### config.mk
export PLATFORM = sky130hd
export DESIGN_NAME = rgb_pwm_wheel_flat
export DESIGN_NICKNAME = d
export VERILOG_FILES = /design/src/rtl/rgb_pwm_wheel_if.sv /design/src/rtl/rgb_pwm_wheel.sv /design/src/flat_wrapper.sv
export SDC_FILE = /design/constraint.sdc
export NUM_CORES = 1
export LEC_CHECK = 0
export CELL_PAD_IN_SITES_DETAIL_PLACEMENT = 0
export CELL_PAD_IN_SITES_GLOBAL_PLACEMENT = 2
export CORE_UTILIZATION = 40
export CTS_CLUSTER_DIAMETER = 120
export DETAILED_ROUTE_END_ITERATION = 12
export PLACE_DENSITY_LB_ADDON = 0.15
export SLEW_MARGIN = 20
export SYNTH_ARGS = -nofsm -noshare
export SYNTH_HDL_FRONTEND = slang
export SYNTH_SLANG_ARGS = --single-unit
### constraint.sdc
create_clock -name clk_24MHz_i -period 6.91 [get_ports clk_24MHz_i]
set_input_delay 1.0365 -clock clk_24MHz_i [delete_from_list [all_inputs] [get_ports clk_24MHz_i]]
set_output_delay 1.0365 -clock clk_24MHz_i [all_outputs]
set_load 0.05 [all_outputs]
### src/rtl/rgb_pwm_wheel_if.sv
// rgb_pwm_wheel_if: control and status bundle of the RGB colour-wheel PWM driver.
//   enable_i     run (1) / freeze with LEDs off (0)
//   step_div_i   fade step every step_div_i+1 PWM periods
//   LED_x_n_o    registered LED pins, polarity set by the driver's ACTIVE_LOW
//   phase_o      current wheel state
//   wrap_o       one-clock pulse after each completed wheel cycle
// master: the controller side (drives enable/step, observes pins and status).
// slave:  the driver block itself.
interface rgb_pwm_wheel_if #(
  parameter int DIV_W = 16
);
  logic             enable_i;
  logic [DIV_W-1:0] step_div_i;
  logic             LED_R_n_o;
  logic             LED_G_n_o;
  logic             LED_B_n_o;
  logic [2:0]       phase_o;
  logic             wrap_o;

  modport master (
    output enable_i, step_div_i,
    input  LED_R_n_o, LED_G_n_o, LED_B_n_o, phase_o, wrap_o
  );

  modport slave (
    input  enable_i, step_div_i,
    output LED_R_n_o, LED_G_n_o, LED_B_n_o, phase_o, wrap_o
  );
endinterface

### src/rtl/rgb_pwm_wheel.sv
// rgb_pwm_wheel: RGB colour-wheel PWM driver.
// A free-running PWM_W-bit counter sets the PWM period (2^PWM_W clocks). A
// divider counts PWM periods and issues a fade tick every step_div_i+1 periods;
// each tick moves one channel duty one step along the wheel
//   S_INIT(R+) -> G_UP -> R_DN -> B_UP -> G_DN -> R_UP -> B_DN -> G_UP ...
// Ticks only occur on the last clock of a PWM period, so no period is glitched.
// Ports:
//   clk_24MHz_i  sole clock, rising edge
//   rst_n_i      asynchronous active-low reset
//   bus          rgb_pwm_wheel_if.slave (enable, step divider, LED pins, status)
// Build option:
//   RGB_PWM_GAMMA_EN  defined: quadratic gamma (duty*duty >> PWM_W, full scale kept)
//                     on each channel before the compare; undefined: duty used as-is.

// One PWM channel: duty shaping, compare and registered pin.
module rgb_pwm_lane #(
  parameter int PWM_W      = 8,
  parameter int ACTIVE_LOW = 1
) (
  input  logic             clk_24MHz_i,
  input  logic             rst_n_i,
  input  logic             enable_i,
  input  logic [PWM_W-1:0] pwm_cnt,
  input  logic [PWM_W-1:0] duty,
  output logic             pin_n
);
  localparam logic AL = (ACTIVE_LOW != 0);

  logic [PWM_W-1:0] duty_eff;
  logic             on;

`ifdef RGB_PWM_GAMMA_EN
  logic [2*PWM_W-1:0] duty_x;
  logic [2*PWM_W-1:0] duty_sq;
  assign duty_x  = {{PWM_W{1'b0}}, duty};
  assign duty_sq = duty_x * duty_x;
  // full scale is pinned so max duty stays max after the squash
  assign duty_eff = (duty == {PWM_W{1'b1}}) ? duty : duty_sq[2*PWM_W-1:PWM_W];
`else
  assign duty_eff = duty;
`endif

  assign on = enable_i & (pwm_cnt < duty_eff);

  always_ff @(posedge clk_24MHz_i or negedge rst_n_i) begin
    if (!rst_n_i) pin_n <= AL;
    else          pin_n <= on ^ AL;
  end
endmodule

module rgb_pwm_wheel #(
  parameter int PWM_W      = 8,
  parameter int DIV_W      = 16,
  parameter int ACTIVE_LOW = 1
) (
  input  logic           clk_24MHz_i,
  input  logic           rst_n_i,
  rgb_pwm_wheel_if.slave bus
);
  localparam int NUM_CH = 3;  // 0 = R, 1 = G, 2 = B
  localparam logic [PWM_W-1:0] DUTY_MAX = {PWM_W{1'b1}};

  typedef enum logic [2:0] {
    S_INIT = 3'd0,
    G_UP   = 3'd1,
    R_DN   = 3'd2,
    B_UP   = 3'd3,
    G_DN   = 3'd4,
    R_UP   = 3'd5,
    B_DN   = 3'd6,
    S_BAD  = 3'd7
  } state_t;

  state_t                        state_q, state_d;
  logic [NUM_CH-1:0][PWM_W-1:0]  duty_q, duty_d;
  logic                          wrap_q, wrap_d;
  logic [PWM_W-1:0]              pwm_cnt;
  logic [DIV_W-1:0]              div_cnt;
  logic [NUM_CH-1:0]             pin_n;
  logic                          pwm_wrap;
  logic                          div_hit;
  logic                          tick;

  // ---------------- PWM period and fade divider ----------------
  assign pwm_wrap = (pwm_cnt == DUTY_MAX);
  // '>=' so that lowering step_div_i mid-count fires on the next wrap
  // instead of running the divider all the way round
  assign div_hit  = (div_cnt >= bus.step_div_i);
  assign tick     = bus.enable_i & pwm_wrap & div_hit;

  always_ff @(posedge clk_24MHz_i or negedge rst_n_i) begin
    if (!rst_n_i) pwm_cnt <= '0;
    else          pwm_cnt <= pwm_cnt + PWM_W'(1);
  end

  always_ff @(posedge clk_24MHz_i or negedge rst_n_i) begin
    if (!rst_n_i)             div_cnt <= '0;
    else if (!bus.enable_i)   div_cnt <= '0;
    else if (pwm_wrap) begin
      if (div_hit)            div_cnt <= '0;
      else                    div_cnt <= div_cnt + DIV_W'(1);
    end
  end

  // ---------------- wheel state machine ----------------
  always_ff @(posedge clk_24MHz_i or negedge rst_n_i) begin
    if (!rst_n_i) begin
      state_q <= S_INIT;
      duty_q  <= '0;
      wrap_q  <= 1'b0;
    end else begin
      state_q <= state_d;
      duty_q  <= duty_d;
      wrap_q  <= wrap_d;
    end
  end

  logic [1:0] ch;      // channel ramped in the current state
  logic       up;      // ramp direction
  logic       bad;     // unused encoding
  state_t     nxt;     // state after the ramp completes
  logic       at_lim;

  always_comb begin
    ch  = 2'd0;
    up  = 1'b1;
    bad = 1'b0;
    nxt = S_INIT;
    case (state_q)
      S_INIT: begin ch = 2'd0; up = 1'b1; nxt = G_UP; end
      G_UP:   begin ch = 2'd1; up = 1'b1; nxt = R_DN; end
      R_DN:   begin ch = 2'd0; up = 1'b0; nxt = B_UP; end
      B_UP:   begin ch = 2'd2; up = 1'b1; nxt = G_DN; end
      G_DN:   begin ch = 2'd1; up = 1'b0; nxt = R_UP; end
      R_UP:   begin ch = 2'd0; up = 1'b1; nxt = B_DN; end
      B_DN:   begin ch = 2'd2; up = 1'b0; nxt = G_UP; end
      default: bad = 1'b1;
    endcase
  end

  assign at_lim = up ? (duty_q[ch] == DUTY_MAX) : (duty_q[ch] == '0);

  always_comb begin
    state_d = state_q;
    duty_d  = duty_q;
    wrap_d  = 1'b0;
    if (bad) begin
      // stray encoding: restart the wheel cleanly without waiting for a tick
      state_d = S_INIT;
      duty_d  = '0;
    end else if (tick) begin
      if (at_lim) begin
        // the tick at the ramp limit is the transition tick
        state_d = nxt;
        wrap_d  = (state_q == B_DN);
      end else if (up) begin
        duty_d[ch] = duty_q[ch] + PWM_W'(1);
      end else begin
        duty_d[ch] = duty_q[ch] - PWM_W'(1);
      end
    end
  end

  // ---------------- channel lanes ----------------
  for (genvar g = 0; g < NUM_CH; g++) begin : g_ch
    rgb_pwm_lane #(
      .PWM_W      (PWM_W),
      .ACTIVE_LOW (ACTIVE_LOW)
    ) u_lane (
      .clk_24MHz_i (clk_24MHz_i),
      .rst_n_i     (rst_n_i),
      .enable_i    (bus.enable_i),
      .pwm_cnt     (pwm_cnt),
      .duty        (duty_q[g]),
      .pin_n       (pin_n[g])
    );
  end

  assign bus.LED_R_n_o = pin_n[0];
  assign bus.LED_G_n_o = pin_n[1];
  assign bus.LED_B_n_o = pin_n[2];
  assign bus.phase_o   = state_q;
  assign bus.wrap_o    = wrap_q;
endmodule
### src/flat_wrapper.sv
// flat-port wrapper written by rule: the top's interface ports become plain ports
module rgb_pwm_wheel_flat 
#(
  parameter int PWM_W      = 8,
  parameter int DIV_W      = 16,
  parameter int ACTIVE_LOW = 1
)
  (clk_24MHz_i, rst_n_i, bus_enable_i, bus_step_div_i, bus_LED_R_n_o, bus_LED_G_n_o, bus_LED_B_n_o, bus_phase_o, bus_wrap_o);
  rgb_pwm_wheel_if #(.DIV_W(DIV_W)) bus_i ();
  input  logic clk_24MHz_i;
  input  logic rst_n_i;
  input wire logic [$bits(bus_i.enable_i)-1:0] bus_enable_i;
  input wire logic [$bits(bus_i.step_div_i)-1:0] bus_step_div_i;
  output wire logic [$bits(bus_i.LED_R_n_o)-1:0] bus_LED_R_n_o;
  output wire logic [$bits(bus_i.LED_G_n_o)-1:0] bus_LED_G_n_o;
  output wire logic [$bits(bus_i.LED_B_n_o)-1:0] bus_LED_B_n_o;
  output wire logic [$bits(bus_i.phase_o)-1:0] bus_phase_o;
  output wire logic [$bits(bus_i.wrap_o)-1:0] bus_wrap_o;
  assign bus_i.enable_i = bus_enable_i;
  assign bus_i.step_div_i = bus_step_div_i;
  assign bus_LED_R_n_o = bus_i.LED_R_n_o;
  assign bus_LED_G_n_o = bus_i.LED_G_n_o;
  assign bus_LED_B_n_o = bus_i.LED_B_n_o;
  assign bus_phase_o = bus_i.phase_o;
  assign bus_wrap_o = bus_i.wrap_o;
  rgb_pwm_wheel #(.PWM_W(PWM_W), .DIV_W(DIV_W), .ACTIVE_LOW(ACTIVE_LOW)) u_core (.clk_24MHz_i(clk_24MHz_i), .rst_n_i(rst_n_i), .bus(bus_i));
endmodule
=== Yosys cells after proc, flatten, opt, wreduce, memory -nomap -nowiden ===
Cells that the tools add are included.

* Order comparisons: 6
* Bitwise gates (word level): 8
* Reduce and logical (&&, ||, !) cells: 10
* Eq/ne operators: 12
* Mux-type cells: 22
* Add/sub/neg operators: 4

{| class="wikitable"
|+ Operator list
! kind !! count
|-
| two-way mux 24 bit || 4
|-
| bitwise mux 24 bit || 2
|-
| two-way mux 16 bit || 3
|-
| < comparator 8 bit || 3
|-
| one-hot mux 3 bit (6 select lines) || 1
|-
| adder 16 x 1 -> 16 bit, second input constant || 1
|-
| adder 8 x 1 -> 8 bit, second input constant || 2
|-
| binary-select mux 8 bit (select 2 bit) || 1
|-
| demux 8 bit (select 2 bit) || 1
|-
| equality test 8 bit, second input constant || 2
|-
| >= comparator 16 bit || 1
|-
| two-way mux 8 bit || 2
|-
| equality test 3 bit, second input constant || 3
|-
| two-way mux 3 bit || 3
|-
| logical NOT 8 bit || 1
|-
| subtractor 8 x 1 -> 8 bit, second input constant || 1
|-
| OR reduction 7 bit || 1
|-
| equality test 3 x 2 -> 1 bit, second input constant || 2
|-
| inequality test 2 x 1 -> 1 bit, second input constant || 3
|-
| OR reduction 2 bit || 3
|-
| bitwise AND 1 bit || 5
|-
| two-way mux 1 bit || 4
|-
| one-hot mux 2 bit (2 select lines) || 1
|-
| AND reduction 2 bit || 2
|-
| 8 further kinds || 10
|}

* Output and inout bits: 7
* Register bits after elaboration: 55
* Logic and storage cells: 72
* Input port bits: 19

=== Longest topological paths before layout ===
Gate-level depths: netlist of run 1.

* Depth after elaboration: 12
* Gate-level depth with buffers: 13
* Gate-level depth less buffers: 10

=== Cells and area by module ===
From an unflattened synthesis of run 1, not the netlist that was laid out.

* Cell total of the unflattened synthesis: 451
* Area total of the unflattened synthesis: 4159.0 um2

{| class="wikitable"
|+ Modules (own cells, without submodules)
! module !! area an instance (um2) !! seq. area each (um2) !! times used !! cells each
|-
| rgb_pwm_wheel || 3543.4 || 1301.2 || 1 || 379
|-
| rgb_pwm_lane || 205.2 || 26.3 || 3 || 24
|}

=== Worst setup path after synthesis of run 1 ===
Ideal clock, no wire load.

* Path type: register to register
* Start point: reg u_core.state_q[1] (netlist: u_core.bus.phase_o[1])
* End point: reg u_core.duty_q[12] in the netlist's numbering
* Slack: 3.574 ns
* Stages on the path, launching flop included: 14
* Period minus slack after synthesis: 3.336 ns
* Data arrival time: 3.225 ns
* Library setup time: 0.111 ns
* Data required time: 6.799 ns
* Path buffers: 3
* Path through: dfrtp_1 > buf_2 > buf_1 > mux2_2 > mux2i_1 > inv_1 > ha_1 > nand3_1 > o22ai_1 > a211oi_2 > and2_1 > buf_2 > nor2_1 > a2111oi_2

* Longest elaborated chain between the ends: 12
* Elaborated cells between the ends (all ways): 33
* Those cells by class: add/sub (2); order compare (2); eq/ne (9); mux (12); reduce/logical (8)

{| class="wikitable"
|+ RTL lines
! element !! line !! RTL
|-
| start, declared || rgb_pwm_wheel.sv:74 || <nowiki>state_t state_q, state_d;</nowiki>
|-
| start signal, assigned || rgb_pwm_wheel.sv:112 || <nowiki>state_q <= state_d;</nowiki>
|-
| parallel branches: the longest is 12 deep, another holds adder 8 x 1 -> 8 bit || - ||
|-
| end signal, assigned || rgb_pwm_wheel.sv:113 || <nowiki>duty_q <= duty_d;</nowiki>
|-
| end, declared || rgb_pwm_wheel.sv:75 || <nowiki>logic [NUM_CH-1:0][PWM_W-1:0] duty_q, duty_d;</nowiki>
|}

Several ways; the timed one is not identified. The select of a mux whose other input is x is not followed.
A chain may end at the register's enable or synchronous reset.

=== Final worst setup path of run 1 ===
* Start point: reg u_core.state_q[0] (netlist: u_core.bus.phase_o[0])
* End point: reg u_core.duty_q[21] in the netlist's numbering

The elaborated chain is that of the path after synthesis.

==> impl_metrics.env, run 1 <==
export IMPL_tritoncts_num_sinks=55
export IMPL_clk_path_buf_depth=2
export IMPL_area_delta_synth_final_pct=11.05
export IMPL_warning_count_from_the_yosys_run=0
export IMPL_synth_mux_area_fraction_pct=4.378
export IMPL_finalCriticalPeriod_ns=4.120
export IMPL_ant_nets=0
export IMPL_tritoncts_clock_tree="done"
export IMPL_num_io_pins=26
export IMPL_drt_wirelength_per_cell_um=17.02
export IMPL_slowest_stage="sky130_fd_sc_hd__dfrtp_1"
export IMPL_transition_time_at_the_pin_with_the_least_slew_margin_ns=1.030
export IMPL_hold_buffers=0
export IMPL_netlist_area_um2=4202
export IMPL_route_vias_total=3623
export IMPL_grt_start_max_net_pins=56
export IMPL_postSynthCellCount=491
export IMPL_ctsRootBufferMaster="sky130_fd_sc_hd__clkbuf_8"
export IMPL_post_synth_xor_area_fraction_pct=3.306
export IMPL_nFillCells=1035
export IMPL_timing_final_hold_violations=0
export IMPL_worst_setup_path_type="flip-flop to flip-flop"
export IMPL_cts_clk_slew_worst_paths_ns=0.11
export IMPL_setup_viol_count_final=0
export IMPL_finalWirelength_um=10940
export IMPL_first_drt_iteration_drcs=172
export IMPL_worstReg2RegEnd="u_core.duty_q[21]"
export IMPL_worst_hold_path_num_cells=1
export IMPL_timing_critical_path_required_ns=7.13
export IMPL_synth_seq_area_share_pct=32.85
export IMPL_grt_overflow_total=0
export IMPL_first_pass_grt_wire_length_um=18110
export IMPL_commonest_register_cell_after_synthesis="sky130_fd_sc_hd__dfrtp_1"
export IMPL_max_freq_mhz=242.7
export IMPL_multi_input_comb_area_um2=2569
export IMPL_post_route_period_util_pct=59.62
export IMPL_rr_worst_depth=11
export IMPL_vias_in_the_first_global_route=3364
export IMPL_regToRegSetupSlack_ns=2.79
export IMPL_synth_area_per_cell_um2=8.557
export IMPL_clock_power_share_pct=40.3
export IMPL_setup_slack_placement_ns=2.560
export IMPL_initial_core_util_pct=41.07
export IMPL_drc=0
export IMPL_status="finished, final reports clean"
export IMPL_floorplan_die_area_um2=10920
export IMPL_count_of_input_and_output_buffers=25
export IMPL_layout_area_seq_um2=1380
export IMPL_critical_path_reg2reg_startpoint="u_core.bus.phase_o[0]"
export IMPL_power_sequential_fraction_pct=55.3
export IMPL_num_rows=37
export IMPL_ir_worst_vdd_mv=0.07148
export IMPL_holdCritStartpoint="u_core.div_cnt[9]"
export IMPL_netSwitchingPower_w=0.0001303
export IMPL_synth_lib_cells_used_distinct=66
export IMPL_finalMaxSlewViolations=0
export IMPL_finalWorstSetupSlack_ns=2.790
export IMPL_chipWidth_um=104.5
export IMPL_cellInternalPower_w=0.0004514
export IMPL_cts_htree_levels=2
export IMPL_cts_resized=0
export IMPL_finalNetCount=566
export IMPL_critical_path_maximum_fanout=26
export IMPL_slew_headroom_pct=31.17
export IMPL_cp_start_kind="flip-flop"
export IMPL_synth_compound_gate_area_share_pct=21.08
export IMPL_timing_critical_path_cells="xor2_2 > mux2i_1 > ha_1 > and2_1 > o211ai_1 > o22ai_1 > a211oi_2 > buf_4 > and3_1 > nor2_1 > nor4_1"
export IMPL_cellLeakagePower_nw=2.000
export IMPL_drt_pass1_iter_count=5
export IMPL_cts_buffers_inserted=5
export IMPL_synth_simple_gate_area_share_pct=19.89
export IMPL_syn_num_nets=551
export IMPL_chipHeight_um=104.5
export IMPL_tns_ns=0
export IMPL_worst_path_largest_cell_delay_ns=0.92
export IMPL_hold_path_class="flip-flop to flip-flop"
export IMPL_grt_use_total_pct=21.01
export IMPL_synth_top_family_by_area="compound AO/OA/AOI/OAI gates"
export IMPL_holdPathEnd="u_core.div_cnt[9]"
export IMPL_post_dp_hpwl_um=7837
export IMPL_post_cts_setup_buffer_count=0
export IMPL_setup_worst_path_end_class="flip-flop"
export IMPL_synth_enable_flop_cells=0
export IMPL_post_synth_fa_ha_maj_area_fraction_pct=12.48
export IMPL_fp_coreArea_um2=10230
export IMPL_post_route_cells_drive_above_1_share_pct=6.903
export IMPL_antenna_cells=0
export IMPL_clock_latency_ns=0.32
export IMPL_place_gp_congestion=0.8191
export IMPL_drv_cap=0
export IMPL_comb_power_share_pct=4.4
export IMPL_cellPowerDensity_nw_per_um2=124.7
export IMPL_final_setup_skew_ns=0.01287
export IMPL_yosys_register_bits=55
export IMPL_critical_path_arrival_ns=4.34
export IMPL_number_of_vias_per_cell_after_detailed_routing=5.635
export IMPL_power_share_switching_pct=22.40
export IMPL_asyncSetResetFlopFracSynth_pct=100.0
export IMPL_number_of_antenna_violations_at_the_first_check_in_global_routing=0
export IMPL_rsz0062_at_grt="no"
## layer usage
layer	track usage (%)	vias up	part of all wire (%)
met4	5.612	0	0.69
met5	0	-	0
met3	3.195	6	4.6
met1	32.62	1736	53
met2	29.85	80	42
li1	-	1801	-
## registers in the layout, indices dropped and copies added (netlist names)
signal / flops
u_core.pwm_cnt: 8
u_core.div_cnt: 16
u_core.duty_q: 24
u_core.bus.wrap_o: 1
u_core.g_ch.u_lane.pin_n: 3
u_core.bus.phase_o: 3
## cell families (layout without fill, tap and decap cells)
family	after synthesis	count (layout)
AO/OA/AOI/OAI	133	133
XOR/XNOR	15	15
adder cells (fa/ha/maj)	42	42
buffers and inverters	63	79
flip-flops	55	55
multiplexers	17	17
AND/OR/NAND/NOR	166	166
## power by group through the flow
stage	combinational (W)	clock [W]	sequential [W]
2_1_floorplan	0.00000645	0	0.000328
3_3_place_gp	0.0000257	0	0.000328
3_5_place_dp	0.0000263	0	0.000328
4_1_cts	0.0000265	0.000242	0.000322
5_1_grt	0.0000298	0.000251	0.000322
6_report	0.0000256	0.000234	0.000322
## per-stage QoR
stage / area, um2 / utilization, % / hold WS [ns] / total power (W) / cells
after detailed placement: 4548 / 44.45 / 0.5257 / 0.0003543 / 635
after global routing: 4666 / 45.60 / 0.5685 / 0.0006031 / 643
after CTS: 4666 / 45.60 / 0.5382 / 0.0005898 / 643
final: 4666 / 45.60 / 0.5318 / 0.0005818 / 643
after floorplan: 4202 / - / 0.4703 / 0.0003345 / 491
after global placement: 4548 / 44.45 / 0.5210 / 0.0003537 / 635
## area by class of cell
cell class              instances  share of cell area (%)
clock inverters                 2                  0.7509
repair buffers                 28                   5.739
multi-input cells             373                   55.05
well taps                     136                   3.647
flip-flops and latches         55                   29.58
inverters                      43                   3.459
clock buffers                   6                   1.770
## critical path: cells and delay by family, from the launching register on
kind,cells,cell delay (ns)
DFF,1,0.92
adders and majority gates,1,0.25
muxes,1,0.25
buffers and inverters,1,0.32
xor gates and xnor gates,1,0.76
and+or+nand+nor,4,0.94
AOI/OAI and AO/OA,3,0.57
## cell usage in the layout, fill, tap and decap left out, types with 5 or more instances in the layout
cell type                         instances
sky130_fd_sc_hd__clkdlybuf4s50_1         24
sky130_fd_sc_hd__a211oi_1                 7
sky130_fd_sc_hd__xnor2_1                  8
sky130_fd_sc_hd__a21o_1                  12
sky130_fd_sc_hd__mux2_2                   8
sky130_fd_sc_hd__a21oi_1                 32
sky130_fd_sc_hd__inv_1                   42
sky130_fd_sc_hd__nor2b_1                  7
sky130_fd_sc_hd__o211ai_1                 5
sky130_fd_sc_hd__o21ai_0                 34
sky130_fd_sc_hd__nor2_1                  45
sky130_fd_sc_hd__nor4_1                   5
sky130_fd_sc_hd__dfrtp_1                 52
sky130_fd_sc_hd__xor2_1                   6
sky130_fd_sc_hd__nand3_1                 15
sky130_fd_sc_hd__nand2b_1                14
sky130_fd_sc_hd__ha_1                    41
sky130_fd_sc_hd__nor3_1                  15
sky130_fd_sc_hd__mux2i_1                  8
sky130_fd_sc_hd__nand2_1                 31
sky130_fd_sc_hd__clkbuf_8                 6
sky130_fd_sc_hd__and3_1                  12
## synthesized netlist by cell type, types with 4 or more instances
cell type / n / area share, %
sky130_fd_sc_hd__a21o_1: 12 / 2.1
sky130_fd_sc_hd__mux2i_1: 8 / 1.9
sky130_fd_sc_hd__nand2_1: 31 / 2.8
sky130_fd_sc_hd__a211oi_1: 7 / 1.3
sky130_fd_sc_hd__nand3_1: 15 / 1.8
sky130_fd_sc_hd__inv_1: 42 / 3.8
sky130_fd_sc_hd__clkbuf_1: 12 / 1.1
sky130_fd_sc_hd__nor4_1: 5 / 0.74
sky130_fd_sc_hd__and3_1: 12 / 1.8
sky130_fd_sc_hd__nor2_1: 45 / 4.0
sky130_fd_sc_hd__ha_1: 41 / 12
sky130_fd_sc_hd__nor2b_1: 7 / 1.0
sky130_fd_sc_hd__a21oi_1: 32 / 3.8
sky130_fd_sc_hd__o211ai_1: 5 / 0.89
sky130_fd_sc_hd__mux2_2: 8 / 2.1
sky130_fd_sc_hd__xnor2_1: 8 / 1.7
sky130_fd_sc_hd__xor2_1: 6 / 1.3
sky130_fd_sc_hd__dfrtp_1: 52 / 31
sky130_fd_sc_hd__nor3_1: 15 / 1.8
sky130_fd_sc_hd__o21ai_0: 34 / 4.0
sky130_fd_sc_hd__buf_2: 4 / 0.48
sky130_fd_sc_hd__nand2b_1: 14 / 2.1
## how the worst max path moves through the flow
| stage | endpoint | from | cells after the start | slack [ns] |
|---|---|---|---|---|
| after floorplan | u_core.duty_q[12] | u_core.bus.phase_o[1] | 13 | 3.57 |
| after detailed placement | u_core.div_cnt[5] | bus_step_div_i[10] | 9 | 2.56 |
| after global placement | u_core.div_cnt[5] | bus_step_div_i[10] | 9 | 2.66 |
| after CTS | u_core.duty_q[21] | u_core.bus.phase_o[2] | 11 | 2.82 |
| after global routing | u_core.duty_q[21] | u_core.bus.phase_o[0] | 11 | 2.42 |
| final | u_core.duty_q[21] | u_core.bus.phase_o[0] | 11 | 2.79 |
Note: power is estimated with default switching activity, not from simulation.
==> run 2: changes to the inputs <==
- CORE_UTILIZATION: 40 -> 37
- clock period: 6.91 -> 4.03 ns (I/O delays scaled with it)
==> run 2 against run 1 <==
  * Global-route usage shrank 0.14 points
  * Clock-buffer cell count shrank 1
  * Routed wire length grew 2.8%
  * Via count shrank 0.94%
  * Fmax grew 21%
  * Clock power grew 91%
  * Largest power group unchanged
  * Highest routed layer unchanged
==> impl_metrics.env, run 2 (synthesized netlist as in run 1, its figures left out) <==
export IMPL_ant_nets=0
export IMPL_drv_cap=0
export IMPL_tns_ns=0
export IMPL_post_dp_hpwl_um=8272
export IMPL_post_route_period_util_pct=84.53
export IMPL_area_delta_synth_final_pct=13.67
export IMPL_slew_headroom_pct=32.93
export IMPL_finalWirelength_um=11250
export IMPL_finalWorstSetupSlack_ns=0.6234
export IMPL_clk_path_buf_depth=2
export IMPL_cellLeakagePower_nw=2.055
export IMPL_setup_worst_path_end_class="flip-flop"
export IMPL_power_share_switching_pct=22.96
export IMPL_hold_path_class="primary input to asynchronous set/reset pin"
export IMPL_first_pass_grt_wire_length_um=18730
export IMPL_hold_buffers=0
export IMPL_largest_register_by_flop_count="u_core.duty_q"
export IMPL_finalMaxSlewViolations=0
export IMPL_vias_in_the_first_global_route=3471
export IMPL_tritoncts_clock_tree="done"
export IMPL_mostFrequentLayoutCell="sky130_fd_sc_hd__dfrtp_1"
export IMPL_clock_latency_ns=0.30
export IMPL_initial_core_util_pct=38.42
export IMPL_place_gp_congestion=0.8403
export IMPL_finalCriticalPeriod_ns=3.407
export IMPL_cellPowerDensity_nw_per_um2=218.0
export IMPL_tritoncts_num_sinks=55
export IMPL_comb_power_share_pct=4.2
export IMPL_status="finished, final reports clean"
export IMPL_fin_worst_hold_slack_ns=0.3637
export IMPL_timing_critical_path_required_ns=4.18
export IMPL_grt_use_total_pct=20.87
export IMPL_chipHeight_um=108.6
export IMPL_finalNetCount=576
export IMPL_drt_wirelength_per_cell_um=17.12
export IMPL_cts_clk_slew_worst_paths_ns=0.08
export IMPL_num_rows=38
export IMPL_ctsRootBufferMaster="sky130_fd_sc_hd__clkbuf_16"
export IMPL_nFillCells=1116
export IMPL_count_of_input_and_output_buffers=25
export IMPL_grt_overflow_total=0
export IMPL_netSwitchingPower_w=0.0002390
export IMPL_largest_register_ff_count=24
export IMPL_post_route_cells_drive_above_1_share_pct=8.897
export IMPL_critical_path_maximum_fanout=17
export IMPL_route_vias_total=3589
export IMPL_number_of_vias_per_cell_after_detailed_routing=5.463
export IMPL_grt_start_max_net_pins=31
export IMPL_cts_resized=0
export IMPL_worst_setup_path_type="flip-flop to flip-flop"
export IMPL_power_sequential_fraction_pct=53.0
export IMPL_setup_slack_placement_ns=0.6126
export IMPL_drt_pass1_iter_count=4
export IMPL_num_io_pins=26
export IMPL_number_of_antenna_violations_at_the_first_check_in_global_routing=0
export IMPL_final_cell_mix="sky130_fd_sc_hd__dfrtp_1 (52), sky130_fd_sc_hd__nor2_1 (45), sky130_fd_sc_hd__inv_1 (42)"
export IMPL_setup_viol_count_final=0
export IMPL_transition_time_at_the_pin_with_the_least_slew_margin_ns=1.002
export IMPL_antenna_cells=0
export IMPL_critical_path_arrival_ns=3.55
export IMPL_floorplan_die_area_um2=11790
export IMPL_ir_worst_vdd_mv=0.1311
export IMPL_final_setup_skew_ns=0.006057
export IMPL_cellInternalPower_w=0.0008020
export IMPL_cp_start_kind="flip-flop"
export IMPL_first_drt_iteration_drcs=219
export IMPL_cts_buffers_inserted=5
export IMPL_drc=0
export IMPL_chipWidth_um=108.6
export IMPL_max_freq_mhz=293.5
export IMPL_cts_htree_levels=2
export IMPL_timing_final_hold_violations=0
export IMPL_rsz0062_at_grt="no"
export IMPL_top_regs="u_core.duty_q x24, u_core.div_cnt x16, u_core.pwm_cnt x8"
export IMPL_post_cts_setup_buffer_count=0
export IMPL_clock_power_share_pct=42.8
export IMPL_fp_coreArea_um2=10940
[run 2: changes by cell type in the layout (fill, tap and decap cells not counted), moves of 2 or more]
cell,delta
sky130_fd_sc_hd__buf_4,+10
sky130_fd_sc_hd__clkbuf_8,-6
sky130_fd_sc_hd__clkinvlp_4,+2
sky130_fd_sc_hd__clkbuf_16,+5
[run 2: power by group through the flow]
stage                     logic [W]  registers, W  clock network (W)
final                     0.0000441      0.000551           0.000446
after global routing      0.0000510      0.000551           0.000485
after CTS                 0.0000456      0.000551           0.000461
after detailed placement  0.0000451      0.000562                  0
after global placement    0.0000446      0.000562                  0
after floorplan           0.0000111      0.000563                  0
[run 2: metal layers]
metal	vias up	routed length [um]	global-route usage, %
li1	1818	-	-
met4	0	85	4.054
met3	5	433	3.496
met5	-	0	0
met2	74	4721	30.61
met1	1692	6010	31.84
[run 2: area by class of cell]
cell class	instances	area, um2	share of cell area (%)
clock buffers	5	125.1	2.620
clock inverters	3	20.02	0.4192
inverters	43	161.4	3.380
multi-input cells	373	2571	53.84
flip-flops and latches	55	1380	28.90
well taps	140	175.2	3.668
repair buffers	38	342.8	7.178
[run 2: worst paths after layout]
kind / from / endpoint / slack (ns) / cells past startpoint
worst max register to register: u_core.bus.phase_o[1] / u_core.duty_q[19] / 0.62 / 10
worst min-delay path: rst_n_i / u_core.div_cnt[8] / 0.36 / 1
worst max-delay path: u_core.bus.phase_o[1] / u_core.duty_q[19] / 0.62 / 10
worst min register to register: u_core.pwm_cnt[0] / u_core.pwm_cnt[0] / 0.54 / 1
max in group asynchronous: rst_n_i / u_core.duty_q[5] / 2.82 / 2
min in group clk_24MHz_i: u_core.pwm_cnt[0] / u_core.pwm_cnt[0] / 0.54 / 1
[run 2: worst max-delay path, stage by stage (launching register included)]
cell and delay (ns):
sky130_fd_sc_hd__dfrtp_1 0.70, sky130_fd_sc_hd__buf_4 0.29, sky130_fd_sc_hd__mux2_2 0.36, sky130_fd_sc_hd__mux2i_2 0.45
sky130_fd_sc_hd__or4_1 0.22, sky130_fd_sc_hd__o22ai_1 0.10, sky130_fd_sc_hd__a211oi_2 0.26, sky130_fd_sc_hd__buf_4 0.27
sky130_fd_sc_hd__and2_4 0.21, sky130_fd_sc_hd__a21boi_0 0.31, sky130_fd_sc_hd__nor3_1 0.08
[run 2: metrics by stage]
step                area [um2]  total power (W)  cells  utilization, %
finish                    4776         0.001041    657           43.67
global route              4776         0.001087    657           43.67
CTS                       4773         0.001058    657           43.65
detailed placement        4628        0.0006074    649           42.32
global placement          4628        0.0006070    649           42.32
floorplan                 4202        0.0005736    491               -
